<file path="config.mk">
export PLATFORM = sky130hd
export DESIGN_NAME = atan2_sched
export DESIGN_NICKNAME = d
export VERILOG_FILES = /design/src/rtl/atan2_sched_pkg.sv /design/src/rtl/atan2_tag_pipe.sv /design/src/rtl/atan2_sched.sv
export SDC_FILE = /design/constraint.sdc
export NUM_CORES = 1
export LEC_CHECK = 0
export ABC_AREA = 1
export BUFFER_PORTS_ARGS = -buffer_cell sky130_fd_sc_hd__buf_2
export CAP_MARGIN = 40
export CELL_PAD_IN_SITES_DETAIL_PLACEMENT = 2
export CELL_PAD_IN_SITES_GLOBAL_PLACEMENT = 2
export CORE_ASPECT_RATIO = 1.2
export CORE_MARGIN = 2
export CORE_UTILIZATION = 29
export CTS_CLUSTER_DIAMETER = 40
export DETAILED_ROUTE_END_ITERATION = 10
export PLACE_DENSITY_LB_ADDON = 0.1
export SYNTH_ARGS = -nofsm -noshare
export SYNTH_HDL_FRONTEND = slang
export SYNTH_SLANG_ARGS = --single-unit
</file>
<file path="constraint.sdc">
create_clock -name clk -period 4.2 [get_ports clk]
set_input_delay 0.21 -clock clk [delete_from_list [all_inputs] [get_ports clk]]
set_output_delay 0.21 -clock clk [all_outputs]
set_load 0.03 [all_outputs]
</file>
<file path="src/rtl/atan2_sched_pkg.sv">
// -----------------------------------------------------------------------------
// atan2_sched_pkg
// Shared types for the atan2 request scheduler:
//   ch_state_e : per-channel state (IDLE, BUSY, DONE)
//   tag_t      : result-routing tag (valid + channel index) carried alongside
//                the operands through the fixed-latency core
//   wrap_inc   : modulo-n increment used for the round-robin pointer
// -----------------------------------------------------------------------------
package atan2_sched_pkg;

   // The tag index is sized for the largest legal channel count (8), so the
   // struct is fixed-width no matter how the scheduler is parameterised.
   localparam int MAX_CHANNELS = 8;
   localparam int IDX_W        = $clog2(MAX_CHANNELS);

   typedef enum logic [1:0] {
      IDLE = 2'd0,
      BUSY = 2'd1,
      DONE = 2'd2
   } ch_state_e;

   typedef struct packed {
      logic             valid;
      logic [IDX_W-1:0] idx;
   } tag_t;

   function automatic int wrap_inc(input int idx, input int n);
      return (idx + 1 >= n) ? 0 : idx + 1;
   endfunction

endpackage

</file>
<file path="src/rtl/atan2_tag_pipe.sv">
// -----------------------------------------------------------------------------
// atan2_tag_pipe
// DEPTH-stage shift register carrying a result-routing tag in lock-step with
// the operands travelling through the external atan2 core.
// Ports:
//   clk   : rising-edge clock
//   reset : synchronous active-low clear (drops every tag in flight)
//   tag_i : tag issued this cycle
//   tag_o : tag leaving the last stage
// -----------------------------------------------------------------------------
module atan2_tag_pipe
   import atan2_sched_pkg::*;
#(
   parameter int DEPTH = 26
) (
   input  logic clk,
   input  logic reset,
   input  tag_t tag_i,
   output tag_t tag_o
);

   logic             valid_q [DEPTH];
   logic [IDX_W-1:0] idx_q   [DEPTH];

   // NOTE: only the valid bits are cleared; the index payload is meaningless
   // while its valid bit is low, so the wide shift array needs no reset.
   always_ff @(posedge clk) begin
      if (!reset) begin
         for (int s = 0; s < DEPTH; s++) valid_q[s] <= 1'b0;
      end else begin
         valid_q[0] <= tag_i.valid;
         for (int s = 1; s < DEPTH; s++) valid_q[s] <= valid_q[s-1];
      end
   end

   always_ff @(posedge clk) begin
      idx_q[0] <= tag_i.idx;
      for (int s = 1; s < DEPTH; s++) idx_q[s] <= idx_q[s-1];
   end

   assign tag_o.valid = valid_q[DEPTH-1];
   assign tag_o.idx   = idx_q[DEPTH-1];

endmodule

</file>
<file path="src/rtl/atan2_sched.sv">
// -----------------------------------------------------------------------------
// atan2_sched
// Round-robin scheduler sharing one fixed-latency atan2 core between CHANNELS
// requesters. Each channel has at most one operation in flight; its result is
// held in a per-channel register until consumed.
// Ports:
//   clk, reset               : clock, synchronous active-low reset
//   sink_valid/ready/x/y     : per-channel request handshake and operands
//   core_x, core_y           : registered operands to the shared core
//   core_res                 : core result, DELAY cycles after the operands
//   source_valid/ready       : per-channel result handshake
//   source                   : per-channel held result
//   busy                     : some channel has an operation in the core
// -----------------------------------------------------------------------------
module atan2_sched
   import atan2_sched_pkg::*;
#(
   parameter int WIDTH    = 16,
   parameter int DELAY    = 25,
   parameter int CHANNELS = 4
) (
   input  logic                                  clk,
   input  logic                                  reset,
   input  logic        [CHANNELS-1:0]            sink_valid,
   output logic        [CHANNELS-1:0]            sink_ready,
   input  logic signed [CHANNELS-1:0][WIDTH-1:0] sink_x,
   input  logic signed [CHANNELS-1:0][WIDTH-1:0] sink_y,
   output logic signed [WIDTH-1:0]               core_x,
   output logic signed [WIDTH-1:0]               core_y,
   input  logic signed [WIDTH-1:0]               core_res,
   output logic        [CHANNELS-1:0]            source_valid,
   input  logic        [CHANNELS-1:0]            source_ready,
   output logic signed [CHANNELS-1:0][WIDTH-1:0] source,
   output logic                                  busy
);

   localparam int PTR_W = $clog2(CHANNELS);

   ch_state_e                      state_q [CHANNELS];
   logic [PTR_W-1:0]               rr_ptr_q, rr_ptr_d;
   logic signed [WIDTH-1:0]        core_x_q, core_x_d;
   logic signed [WIDTH-1:0]        core_y_q, core_y_d;
   logic [CHANNELS-1:0][WIDTH-1:0] source_q;

   logic [CHANNELS-1:0] eligible;
   logic [CHANNELS-1:0] busy_vec;
   logic                grant_vld;
   logic [PTR_W-1:0]    grant_idx;
   logic [PTR_W-1:0]    cand_idx;
   int                  cand;
   logic                accept;
   tag_t                tag_issue;
   tag_t                tag_ret;

   // Per-channel status decode straight from the state registers.
   always_comb begin
      for (int i = 0; i < CHANNELS; i++) begin
         eligible[i]     = sink_valid[i] && (state_q[i] == IDLE);
         busy_vec[i]     = (state_q[i] == BUSY);
         source_valid[i] = (state_q[i] == DONE);
      end
   end

   // Round-robin search: first eligible channel at or after rr_ptr, wrapping.
   // NOTE: every variable gets a default before the loop so no latch is
   // inferred, and blocking '=' lets later iterations see the earlier hit.
   always_comb begin
      grant_vld = 1'b0;
      grant_idx = '0;
      cand      = 0;
      cand_idx  = '0;
      for (int k = 0; k < CHANNELS; k++) begin
         cand = int'(rr_ptr_q) + k;
         if (cand >= CHANNELS) cand = cand - CHANNELS;
         cand_idx = PTR_W'(cand);
         if (!grant_vld && eligible[cand_idx]) begin
            grant_vld = 1'b1;
            grant_idx = cand_idx;
         end
      end
   end

   // Nothing is offered while reset is asserted.
   assign accept = reset && grant_vld;

   always_comb begin
      sink_ready = '0;
      if (accept) sink_ready[grant_idx] = 1'b1;
   end

   always_comb begin
      rr_ptr_d = rr_ptr_q;
      core_x_d = '0;
      core_y_d = '0;
      if (accept) begin
         rr_ptr_d = PTR_W'(wrap_inc(int'(grant_idx), CHANNELS));
         core_x_d = sink_x[grant_idx];
         core_y_d = sink_y[grant_idx];
      end
   end

   assign tag_issue.valid = accept;
   assign tag_issue.idx   = IDX_W'(grant_idx);

   // DELAY+1 stages: the tag leaves the pipe in the same cycle core_res
   // presents the result of the operands loaded alongside it.
   atan2_tag_pipe #(
      .DEPTH (DELAY + 1)
   ) u_tag_pipe (
      .clk   (clk),
      .reset (reset),
      .tag_i (tag_issue),
      .tag_o (tag_ret)
   );

   // Channel FSMs, round-robin pointer, core operand registers, result slots.
   // NOTE: sequential state uses non-blocking '<=' so every register samples
   // the pre-edge values regardless of statement order.
   always_ff @(posedge clk) begin
      if (!reset) begin
         for (int i = 0; i < CHANNELS; i++) begin
            state_q[i]  <= IDLE;
            source_q[i] <= '0;
         end
         rr_ptr_q <= '0;
         core_x_q <= '0;
         core_y_q <= '0;
      end else begin
         rr_ptr_q <= rr_ptr_d;
         core_x_q <= core_x_d;
         core_y_q <= core_y_d;
         for (int i = 0; i < CHANNELS; i++) begin
            unique case (state_q[i])
               IDLE: begin
                  if (accept && (grant_idx == PTR_W'(i))) state_q[i] <= BUSY;
               end
               BUSY: begin
                  if (tag_ret.valid && (tag_ret.idx == IDX_W'(i))) begin
                     state_q[i]  <= DONE;
                     source_q[i] <= core_res;
                  end
               end
               DONE: begin
                  // Grant decode only looks at IDLE, so a channel released
                  // here is first offered on the following cycle.
                  if (source_ready[i]) state_q[i] <= IDLE;
               end
               default: state_q[i] <= IDLE;
            endcase
         end
      end
   end

   assign core_x = core_x_q;
   assign core_y = core_y_q;
   assign source = source_q;
   assign busy   = |busy_vec;

endmodule

</file>
## Word level (Yosys, flattened, before mapping)

Memories as Yosys holds them, arrays and structs flattened.
Cells that the tools add are included.

| word-level totals | value |
|---|---|
| register bits | 98 |
| RAM bits | 112 |
| input bits | 154 |
| output and inout port bits | 105 |
| memories kept | 3 |

Memory list:

| name | words | bits a word | rd ports | clocked after memory_dff | write ports | RTL line | text |
|---|---|---|---|---|---|---|---|
| u_tag_pipe.idx_q | 26 | 3 | 26 | 0 | 26 | atan2_tag_pipe.sv:23 | `logic [IDX_W-1:0] idx_q [DEPTH];` |
| u_tag_pipe.valid_q | 26 | 1 | 26 | 0 | 26 | atan2_tag_pipe.sv:22 | `logic valid_q [DEPTH];` |
| state_q | 4 | 2 | 4 | 0 | 4 | atan2_sched.sv:39 | `ch_state_e state_q [CHANNELS];` |

| operators by class | value |
|---|---|
| $add $sub $neg | 8 |
| order comparisons | 11 |
| equal/unequal tests | 14 |
| mux-type cells | 132 |
| bitwise gates (word level) | 42 |
| reduce and logical (&&, ||, !) cells | 36 |

Operator list:

| cell | count |
|---|---|
| 1-bit two-way mux | 97 |
| 16-bit binary-select mux with 2-bit select | 2 |
| 2-bit two-way mux | 25 |
| 1-bit OR | 42 |
| 16-bit two-way mux | 2 |
| 1-bit logical AND | 17 |
| 2-bit by 3-bit < comparator with 1-bit output, second input constant | 5 |
| 2-bit == test, second input constant | 6 |
| 3-bit greater-or-equal comparator, second input constant | 4 |
| 3-bit OR reduction | 4 |
| 2-bit by 1-bit == test with 1-bit output, second input constant | 5 |
| 2-bit logical NOT | 5 |
| 2-bit AND reduction | 5 |
| 1-bit binary-select mux with 2-bit select | 4 |
| 2-bit by 1-bit subtractor with 2-bit output, second input constant | 4 |
| 2-bit by 1-bit adder with 3-bit output, second input constant | 2 |
| 2-bit by 2-bit adder with 3-bit output, second input constant | 2 |
| 3-bit by 2-bit == test with 1-bit output, second input constant | 2 |
| 4-bit two-way mux | 1 |
| 4-bit OR reduction | 1 |
| 3-bit by 1-bit == test with 1-bit output, second input constant | 1 |
| 2-bit by 3-bit greater-or-equal comparator with 1-bit output, second input constant | 1 |
| 1-bit logical NOT | 3 |
| 3-bit logical NOT | 1 |
| 2 further kinds | 2 |

## Longest topological paths before layout

Gate-level depths: netlist of run 1.
An unclocked memory read counts as a cell.

| depth | value |
|---|---|
| depth after elaboration | 25 |
| mapped depth | 17 |
| depth with buffers taken out | 15 |

## Hierarchy

Synthesis of run 1 repeated with hierarchy kept, for this count alone.

| second synthesis, totals | value |
|---|---|
| cells, all modules | 917 |
| area, all modules | 7,490.9 µm² |

Modules (own cells, without submodules):

| module | times used | cells each | area an instance (µm²) | seq. area each (µm²) |
|---|---|---|---|---|
| atan2_sched | 1 | 754 | 5,149.9 | 2,202.1 |
| atan2_tag_pipe | 1 | 163 | 2,341.0 | 2,082.0 |

## Worst setup path before layout of run 1

OpenSTA, ideal clock, no wires.

| path | value |
|---|---|
| path type | register -> register |
| from | memory state_q[3][1] in the netlist's numbering |
| to | memory state_q[3][0] in the netlist's numbering, enable pin |
| setup time | 0.302 ns |
| arrival time | 2.355 ns |
| slack | 1.543 ns |
| cell stages (with the launch flop) | 17 |
| cell sequence | edfxtp_1 nor2_1 nand3_1 nand2_2 nand2_1 nand2_1 nand2_2 nand2_4 nand2_4 buf_12 buf_12 nand2_1 ha_1 inv_1 nor2_1 nand2_1 nand4_1 |

RTL lines:

| what | RTL line |
|---|---|
| start, declared | atan2_sched.sv:39 |

==> results of run 1 <==
-- synth_stat cells, drive strengths merged --
cell type	n	area (um2)
nor2	217	820
clkinv	3	12.5
edfxtp	8	240
o31ai	1	7.51
clkbuf	17	63.8
ha	1	12.5
nand4	7	50.1
nand2	159	637
o21ai	67	335
o211ai	1	7.51
dfxtp	176	3520
buf	34	279
nand3	146	951
a21oi	1	5.00
inv	46	175
nor3	1	5.00
or2	1	6.26
nor4	4	37.5
-- worst max-delay path: cells and delay by family, from the launching register on --
kind | cells | cell delay [ns]
simple gates | 10 | 1.79
buf+inv | 2 | 0.28
fa+ha+maj | 1 | 0.18
flops | 1 | 0.43
-- sequential cells by signal (all words and copies together), names as in the netlist --
| register | count |
|---|---|
| u_tag_pipe.idx_q | 52 |
| core_y | 16 |
| source | 64 |
| state_q | 8 |
| rr_ptr_q | 2 |
| core_x | 16 |
| u_tag_pipe.valid_q | 26 |
-- metal layers --
layer,track usage [%],vias up
met4,4.77,2
li1,-,3330
met5,0,-
met3,6.46,25
met1,22.2,3218
met2,33.7,205
-- power by group --
| group | leakage (uW) | switching [uW] | internal, uW | total [uW] |
|---|---|---|---|---|
| clock network | 0.000281 | 746 | 817 | 1560 |
| registers | 0.00153 | 131 | 2160 | 2290 |
| logic | 0.00305 | 2030 | 823 | 2850 |
| total | 0.00486 | 2900 | 3800 | 6700 |
-- kinds of logic (layout without fill, tap and decap cells) --
group,after synthesis,count (layout),share of synthesized area (%)
other,0,2,0
AOI/OAI and AO/OA,70,70,4.96
and+or+nand+nor,535,535,35.0
buffers and inverters,100,352,7.40
adders and majority gates,1,1,0.175
DFF,184,184,52.5
-- layout make-up --
class | instances | area (um2) | share of cell area [%]
flip-flops and latches | 184 | 3760 | 40.7
multi-input cells | 606 | 2910 | 31.4
repair buffers | 271 | 1410 | 15.2
clock buffers | 19 | 453 | 4.90
well taps | 325 | 407 | 4.40
inverters | 49 | 188 | 2.03
clock inverters | 13 | 118 | 1.27
diodes | 2 | 5.00 | 0.0541
-- worst max path at each step --
| stage | start | endpoint | slack (ns) | depth (start not counted) |
|---|---|---|---|---|
| after floorplan | state_q[3][1]$_SDFFCE_PP0P_ | state_q[3][0]$_SDFFCE_PP0P_ | 1.54 | 16 |
| after global placement | state_q[3][1]$_SDFFCE_PP0P_ | core_x[11]$_SDFF_PN0_ | 1.32 | 14 |
| after detailed placement | state_q[3][1]$_SDFFCE_PP0P_ | core_x[11]$_SDFF_PN0_ | 1.21 | 14 |
| after CTS | state_q[3][1]$_SDFFCE_PP0P_ | sink_ready[3] | 0.75 | 13 |
| after global routing | state_q[3][1]$_SDFFCE_PP0P_ | sink_ready[3] | 0.49 | 13 |
| final | state_q[3][1]$_SDFFCE_PP0P_ | sink_ready[3] | 0.85 | 13 |
-- cells in the final DEF (no fill, tap or decap), types with 6 or more instances in the layout --
master,n
buf_2,258
nor2_1,215
dfxtp_1,176
nand2_1,149
nand3_1,101
o21ai_0,66
nand3_2,45
inv_1,42
clkbuf_16,17
buf_4,12
inv_6,9
edfxtp_1,8
nand2_2,7
nand4_1,6
-- through the flow --
step	util [%]	area [um2]	setup slack, ns	hold slack [ns]
2_1_floorplan	-	7170	1.54	0.310
3_3_place_gp	35.3	8650	1.32	0.311
3_5_place_dp	35.4	8680	1.21	0.314
4_1_cts	37.7	9250	0.746	0.0312
5_1_grt	37.7	9250	0.489	0.0554
6_report	37.7	9250	0.848	0.0533
==> results by group, run 1 <==
Run status
  • Status: completed

Timing
  • Final period util: 79.8%
  • Setup TNS: 0 ns
  • Slew margin rel.: 48.6%
  • Actual slew at the worst max-slew pin: 0.771 ns
  • Tmin final: 3.35 ns
  • Slew Viols, Final: 0
  • Fmax: 298 MHz
  • Clock skew: 0.0162 ns
  • RSZ-0062 raised after global routing: no
  • Final Hold Viols: 0
  • Setup violators final: 0

Clock network
  • Hold_buf cts: 0
  • Clock slew at reported path FFs: 0.08 ns
  • Post CTS Setup Buffer Count: 0
  • Sink Count: 184
  • H-tree depth: 4
  • Clk_lat worst skew: 0.43 ns
  • CTS tree: built
  • Post_cts resized: 0
  • Root Buffer: clkbuf_16
  • CTS Buf Count: 17
  • Worst-case clock buffer depth: 2

Worst setup path
  • Worst setup path class: reg2out
  • Reg2reg end: state_q[3][1]$_SDFFCE_PP0P_
  • Crit-path max FO: 34
  • Crit path DAT: 3.14 ns
  • R2r setup slk: 1.22 ns
  • WP data required: 3.99 ns
  • Slowest library cell on the worst path: edfxtp_1
  • Crit path top cell by count: nand2_1
  • Reg-to-Reg Start: state_q[3][1]$_SDFFCE_PP0P_
  • CP Cell Sequence: nor2_1 > nand3_1 > nand2_2 > nand2_1 > nand2_1 > nand2_2 > nand2_4 > nand2_4 > nand2_1 > ha_1 > inv_1 > nor2_1 > buf_2
  • Setup crit start kind: flip-flop
  • Endpoint class of the critical path: output port
  • Reg2Reg Depth: 14
  • CP max stage delay: 0.43 ns

Place
  • Routability congestion estimate: 0.759
  • Post-DP HPWL: 17400 um
  • Count of port buffers added during placement: 258
  • Inst Count DP: 1435

Yosys
  • Cells after synthesis: 890
  • #FFs+latches synth: 184
  • Syn_area_per_cell: 8.05 um2
  • Synth warnings: 0
  • Post-Syn Nets: 1045
  • Synth Cell Area: 7170 um2
  • Seq/Total Area, Yosys: 52.5%
  • Netlist cell types: 32

Hold path
  • Hold EP: source[44]$_SDFFE_PN0P_
  • Hold Startpoint: core_res[12]
  • Hold depth: 3
  • HP Class: in2reg

Global routing
  • Largest net degree at the start of global routing: 77
  • Initial antenna violation count: 1
  • Vias in the first global route: 7271
  • Grt total ovfl: 0
  • First-pass GRT wire length: 38900 um
  • GRT Total Usage: 19.1%

Layout
  • Filler cells: 2923
  • Non-Filler Instances: 1469
  • Share of cells above drive strength 1: 32.4%
  • Layout Area Growth over Synthesis: 29.1%
  • Final net count: 1284

Drt
  • Drt total wl: 24300 um
  • Total iterations of the first detailed-routing run: 4
  • Routed wl met3: 1830 um
  • WL per Instance: 16.5 um
  • DRC errors left: 0
  • M1 WL: 10100 um
  • Starting DRT DRC Count: 176
  • Uppermost routed layer: met5
  • Met2 wire length: 12000 um
  • Vias: 6780
  • DR vias/cell: 4.62
  • Routed Antenna Nets: 0

Job
  • Max-Cap Viols: 0

Power
  • Pwr Total: 6700 uW
  • Leak: 0.00486 uW
  • PD cells: 725 nW/um2
  • Max VDD drop: 451 uV

Floorplanning
  • Die area: 26000 um2
  • DIE HEIGHT: 176 um
  • Initial Util: 29.2%
  • Total core area: 24500 um2
  • I/O pin cnt: 259
  • Site row count: 63
  • Die W: 148 um
No activity file was read; power rests on OpenSTA's default activity.
==> run 2: changes to the inputs <==
ABC_AREA = 0   (was 1)
CORE_UTILIZATION = 26   (was 29)
clock period = 2.7 ns   (was 4.2 ns; I/O delays follow)
==> run 2 against run 1 <==
Net effect:
- sequential share of layout area is 1.2 points lower
- core utilization is 1.1 points higher
- register-to-register slack lost 0.93 ns
- critical path type unchanged
- largest power group is now sequential cells
==> results by group, run 2 <==
Worst setup path
  • Reg2Reg Depth: 8 (-6)
  • CP max stage delay: 0.44 ns (about the same)
  • Setup crit start kind: flip-flop
  • CP Cell Sequence: nor3b_2 > mux2i_1 > o221ai_4 > inv_1 > ha_1 > and3_4 > buf_2
  • Crit path depth: 7 (-6)
  • Reg-to-Reg Start: state_q[3][1]$_SDFFCE_PP0P_
  • Largest delay share family, worst path: simple AND/OR/NAND/NOR gates
  • Reg2reg end: core_x[4]$_SDFF_PN0_
  • Crit-path max FO: 8 (-76%)
  • Endpoint class of the critical path: output port
  • R2r setup slk: 0.29 ns (-0.93 ns)
  • Worst setup path class: reg2out
  • Worst path buffer plus inverter count: 2 (unchanged)
  • Slowest library cell on the worst path: edfxtp_1
  • WP data required: 2.57 ns (-1.42 ns)
  • Crit path DAT: 2.39 ns (-0.75 ns)

Timing
  • RSZ-0062 raised after global routing: no
  • Final period util: 93.7%
  • Tmin final: 2.53 ns
  • Actual slew at the worst max-slew pin: 0.781 ns (+0.00988 ns)
  • Setup violators final: 0 (unchanged)
  • Clock skew: 0.0130 ns (-0.00323 ns)
  • Setup TNS: 0 ns (unchanged)
  • Slew Viols, Final: 0 (unchanged)
  • Final Hold Viols: 0 (unchanged)
  • Slew margin rel.: 48.0% (-0.66 points)
  • Fmax: 395 MHz

Clock network
  • Root Buffer: clkbuf_16
  • Worst-case clock buffer depth: 2 (unchanged)
  • Clk_lat worst skew: 0.43 ns (about the same)
  • Clock slew at reported path FFs: 0.08 ns (about the same)
  • Sink Count: 184 (unchanged)
  • CTS Buf Count: 17 (unchanged)
  • CTS tree: built
  • H-tree depth: 4 (unchanged)

Global routing
  • Grt total ovfl: 0 (unchanged)
  • Initial antenna violation count: 2 (+1)
  • First-pass GRT wire length: 35400 um (-9.0%)
  • Largest net degree at the start of global routing: 93 (+21%)
  • Vias in the first global route: 6377 (-12%)
  • GRT Total Usage: 17.8% (-1.3 points)

Place
  • Count of port buffers added during placement: 258 (unchanged)
  • Routability congestion estimate: 0.805 (+6.1%)
  • Post-DP HPWL: 15900 um (-8.6%)

Drt
  • WL per Instance: 17.7 um (+7.2%)
  • Starting DRT DRC Count: 140 (-20%)
  • Routed Antenna Nets: 0 (unchanged)
  • Total iterations of the first detailed-routing run: 4 (unchanged)
  • DR vias/cell: 4.45 (-3.6%)
  • Drt total wl: 22700 um (-6.2%)
  • DRC errors left: 0 (unchanged)
  • Vias: 5718 (-16%)

Floorplanning
  • Total core area: 24500 um2 (unchanged)
  • I/O pin cnt: 259 (unchanged)
  • Die area: 26000 um2 (about the same)
  • Site row count: 63 (unchanged)
  • Initial Util: 26.2% (-3.0 points)
  • Die W: 148 um (about the same)
  • DIE HEIGHT: 176 um (about the same)

Yosys
  • #FFs+latches synth: 184 (unchanged)
  • Seq/Total Area, Yosys: 58.6% (+6.1 points)
  • Syn_area_per_cell: 10.6 um2 (+32%)
  • Top cells by count, synth: 176 x dfxtp_1, 131 x nand2_1, 66 x mux2i_1
  • Asr flop ratio synth: 0% (unchanged)
  • Top_reg_cell synth: dfxtp_1
  • Number of synthesized flops with an enable pin: 8 (unchanged)
  • Netlist cell types: 41 (+28%)
  • Synth Cell Area: 6430 um2 (-10%)
  • Most frequent cell after synthesis: dfxtp_1
  • Post-Syn Nets: 759 (-27%)
  • Synth top area share: 54.8% (+5.7 points)
  • Synth warnings: 0 (unchanged)
  • Synth area leaders: dfxtp_1 55%, mux2i_1 10%, nand2_1 7.7%
  • Yosys top cell by area: dfxtp_1
  • Cells after synthesis: 604 (-32%)

Layout
  • Core Util, Final: 38.9% (+1.1 points)
  • Most frequent cells in the layout: 258 x buf_2, 176 x dfxtp_1, 131 x nand2_1, 78 x dlygate4sd3_1, 66 x mux2i_1
  • Commonest non-fill, non-tap cell in the layout: buf_2
  • Layout Area Growth over Synthesis: 48.2%
  • Share of cells above drive strength 1: 34.4% (+2.0 points)
  • Final net count: 1099 (-14%)
  • Number of flip-flops in the largest register: 64 (unchanged)

Hold path
  • Hold EP: core_y[4]$_SDFF_PN0_
  • HP Class: in2reg
  • Hold depth: 3 (unchanged)
  • Hold Startpoint: sink_y[20]

Power
  • Max VDD drop: 418 uV (-7.4%)
  • PD cells: 715 nW/um2 (-1.4%)
  • Leak: 0.00419 uW (-14%)

Job
  • Max-Cap Viols: 0 (unchanged)

Run status
  • Status: completed
[run 2: cell types whose count changed after synthesis, sizes merged, moves of 42 or more]
cell and delta:
a21boi +64, inv -42, mux2i +66, nand3 -144, nor2 -214, o21ai -62
[run 2: area by class of cell]
class                   count  area (um2)
flip-flops and latches    184        3760
repair buffers            358        2300
diodes                      3        7.51
clock buffers              17         425
fillers                  2659       15000
well taps                 325         407
multi-input cells         379        2470
inverters                   4        15.0
clock inverters            15         140
[run 2: cell families (layout without fill, tap and decap cells)]
family | Yosys count | after routing | share of synthesized area (%)
simple gates | 205 | 205 | 15.7
flops | 184 | 184 | 58.6
compound gates | 107 | 107 | 11.8
mux | 66 | 66 | 10.3
buf+inv | 41 | 394 | 3.41
fa+ha+maj | 1 | 1 | 0.195
other cells | 0 | 3 | 0
[run 2: worst max path at each step]
stage,startpoint,endpoint
5_1_grt,state_q[2][1]$_SDFFCE_PP0P_,sink_ready[3]
2_1_floorplan,state_q[0][1]$_SDFFCE_PP0P_,state_q[1][0]$_SDFFCE_PP0P_
4_1_cts,state_q[3][1]$_SDFFCE_PP0P_,core_y[1]$_SDFF_PN0_
3_3_place_gp,state_q[2][1]$_SDFFCE_PP0P_,state_q[3][0]$_SDFFCE_PP0P_
3_5_place_dp,state_q[2][1]$_SDFFCE_PP0P_,state_q[3][1]$_SDFFCE_PP0P_
6_report,state_q[2][1]$_SDFFCE_PP0P_,sink_ready[3]
[run 2: what timing repair did]
item / 4_1_cts / 5_1_grt
gates resized for setup: 0 / 1
hold buffers: 78 / 0
setup buffers: 0 / 5
endpoints found under the hold margin: 74 / 0
endpoints found under the setup margin: 0 / 10
[run 2: per-stage QoR]
step	std cells	hold WS (ns)	power (uW)	setup WS (ns)	instance area [um2]
floorplan	604	0.270	3890	0.260	6430
global placement	1167	0.312	4290	0.404	8110
detailed placement	1167	0.313	4320	0.274	8110
CTS	1277	0.000815	6870	0.0457	9460
global route	1282	0.00525	7170	0.0343	9520
finish	1285	0.0103	6810	0.171	9530
[run 2: power breakdown]
part | total, uW | switching [uW] | internal [uW]
registers | 3140 | 106 | 3030
logic | 1280 | 708 | 571
clock network | 2390 | 1180 | 1220
[run 2: worst reg2reg max path, stage by stage, from the launching register on]
cell           delay [ns]
edfxtp_1             0.44
nor3b_2              0.34
o21ai_1              0.17
a21oi_4              0.19
buf_12               0.15
buf_4                0.14
mux2i_1              0.20
dlygate4sd3_1        0.57
o22ai_1              0.08
[run 2: layer usage]
metal  global-route usage [%]  vias up  share of wire [%]
met3                     5.45       23                6.9
li1                         -     2733                  -
met2                     32.0      216                 51
met4                     5.89        0                1.7
met1                     19.9     2746                 40
met5                        0        -                  0
==> run 3: changes to the inputs <==
CORE_MARGIN = 4   (was 2)
==> run 3 against run 2 <==
Net effect:
- die area increased by 5.0%
- via count decreased by 0.96%
- fmax fell by 0.32%
- largest power group unchanged
- combinational power shrank 9%
- sequential power is essentially flat
==> results by group, run 3 (same netlist as run 2, synthesis figures left out) <==
Timing
  • Slew margin rel.: 54.0% (+6.1 points)
  • Slew Viols, Final: 0 (unchanged)
  • Final Hold Viols: 0 (unchanged)
  • Final period util: 94.0% (+0.30 points)
  • WHS: 0.0125 ns (+0.00214 ns)
  • Fmax: 394 MHz (-0.32%)
  • Setup violators final: 0 (unchanged)
  • Tmin final: 2.54 ns (+0.00807 ns)
  • Clock skew: 0.0110 ns (-0.00204 ns)
  • Actual slew at the worst max-slew pin: 0.687 ns (-0.0936 ns)

Layout
  • Layout Area Growth over Synthesis: 44.2%
  • Final net count: 1072 (-2.5%)
  • Most frequent cells in the layout: 258 x buf_2, 176 x dfxtp_1, 131 x nand2_1, 66 x mux2i_1, 56 x a21boi_0
  • Core Util, Final: 38.4% (-0.43 points)
  • Share of cells above drive strength 1: 35.1% (+0.68 points)
  • Commonest non-fill, non-tap cell in the layout: buf_2
  • Number of flip-flops in the largest register: 64 (unchanged)

Hold path
  • HP Class: in2reg

Worst setup path
  • Endpoint class of the critical path: flip-flop
  • Worst setup path class: reg2reg
  • Crit-path max FO: 30 (+22)
  • Crit path DAT: 2.82 ns (+0.43 ns)
  • Setup crit start kind: flip-flop
  • WP data required: 2.98 ns (+0.41 ns)

Clock network
  • Worst-case clock buffer depth: 2 (unchanged)
  • Sink Count: 184 (unchanged)
  • CTS Buf Count: 17 (unchanged)
  • H-tree depth: 4 (unchanged)
  • Root Buffer: clkbuf_16
  • CTS tree: built
  • Clk_lat worst skew: 0.43 ns (about the same)
  • Clock slew at reported path FFs: 0.07 ns (about the same)

Drt
  • WL per Instance: 18.1 um (+2.5%)
  • Starting DRT DRC Count: 135 (-3.6%)
  • Vias: 5663 (-0.96%)
  • Drt total wl: 22700 um (about the same)
  • DRC errors left: 0 (unchanged)
  • Routed Antenna Nets: 0 (unchanged)
  • Total iterations of the first detailed-routing run: 4 (unchanged)
  • DR vias/cell: 4.52 (+1.6%)

Place
  • Post-DP HPWL: 16500 um (+4.0%)
  • Count of port buffers added during placement: 258 (unchanged)
  • Routability congestion estimate: 0.805 (about the same)

Power
  • Leak: 0.00408 uW (-2.5%)
  • Pwr Total: 6920 uW (+1.7%)
  • Comb pwr share: 17.0% (-1.8 points)
  • Seq pwr share: 45.3% (-0.8 points)
  • Switching Share: 27.2% (-2.1 points)
  • Int Pwr: 5040 uW (+4.6%)
  • Max VDD drop: 374 uV (-10%)
  • Net Sw Power: 1880 uW (-5.5%)
  • Clock power frac: 37.7% (+2.5 points)
  • PD cells: 747 nW/um2 (+4.5%)

Job
  • Max-Cap Viols: 0 (unchanged)

Global routing
  • First-pass GRT wire length: 35500 um (+0.33%)
  • Initial antenna violation count: 6 (+4)
  • Vias in the first global route: 6474 (+1.5%)
  • GRT Total Usage: 16.7% (-1.1 points)
  • Grt total ovfl: 0 (unchanged)
  • Largest net degree at the start of global routing: 83 (-11%)

Floorplanning
  • Initial Util: 26.6% (+0.42 points)
  • Die area: 27300 um2 (+5.0%)
  • Total core area: 24100 um2 (-1.6%)
  • DIE HEIGHT: 180 um (+2.3%)
  • Site row count: 62 (-1.6%)
  • Die W: 152 um (+2.7%)
  • I/O pin cnt: 259 (unchanged)

Run status
  • Status: completed
## run 3: changes by cell type in the layout (fill, tap and decap cells not counted), sizes merged
cell,change
buf,-3
bufinv,+3
clkbuf,+1
clkinvlp,+1
diode,-1
dlygate4sd3,-24
inv,-5
## run 3: layout make-up
type	instances	area, um2
repair buffers	331	2000
well taps	320	400
multi-input cells	379	2470
inverters	4	15.0
diodes	2	5.00
fillers	2629	14900
clock inverters	14	170
flip-flops and latches	184	3760
clock buffers	18	450
## run 3: through the flow
step	setup slack [ns]	setup TNS (ns)	cell area (um2)	std cells
detailed placement	0.259	0	8060	1159
CTS	0.0393	0	9210	1244
global placement	0.378	0	8060	1159
floorplan	0.260	0	6430	604
global route	-0.0162	-0.0162	9270	1252
finish	0.163	0	9270	1252
## run 3: timing repair
| item | 4_1_cts | 5_1_grt |
|---|---|---|
| endpoints found under the hold margin | 51 | 1 |
| buffers inserted | 0 | 5 |
| gates resized for setup | 0 | 1 |
| hold buffers | 53 | 1 |
| endpoints found under the setup margin | 0 | 2 |
## run 3: metal layers
layer | vias to the layer above | GRT usage, % | share of wire, %
met3 | 38 | 5.74 | 7.6
met1 | 2725 | 18.1 | 38
li1 | 2676 | - | -
met4 | 8 | 5.03 | 2.1
met2 | 216 | 30.1 | 52
met5 | - | 0 | 0.30
## run 3: worst paths after layout
path	slack (ns)	cells past startpoint	start	to
worst max register to register	0.16	7	state_q[3][1]$_SDFFCE_PP0P_	core_y[13]$_SDFF_PN0_
worst min register to register	0.32	0	u_tag_pipe.idx_q[0][37]$_DFF_P_	u_tag_pipe.idx_q[0][40]$_DFF_P_
worst max-delay path	0.16	7	state_q[3][1]$_SDFFCE_PP0P_	core_y[13]$_SDFF_PN0_
worst min-delay path	0.01	3	sink_y[21]	core_y[5]$_SDFF_PN0_
## run 3: power by group through the flow
stage               combinational, uW  sequential (uW)  clock [uW]
finish                           1170             3140        2610
global route                     1270             3170        2840
CTS                              1150             3140        2700
detailed placement               1090             3200           0
global placement                 1060             3190           0
floorplan                         552             3340           0
## run 3: critical path: stages (launching register included)
cell and delay, ns:
edfxtp_1 0.44, nor3b_2 0.33, o21ai_1 0.17, a21oi_4 0.35, buf_12 0.27, mux2i_1 0.19, dlygate4sd3_1 0.56, o22ai_1 0.08
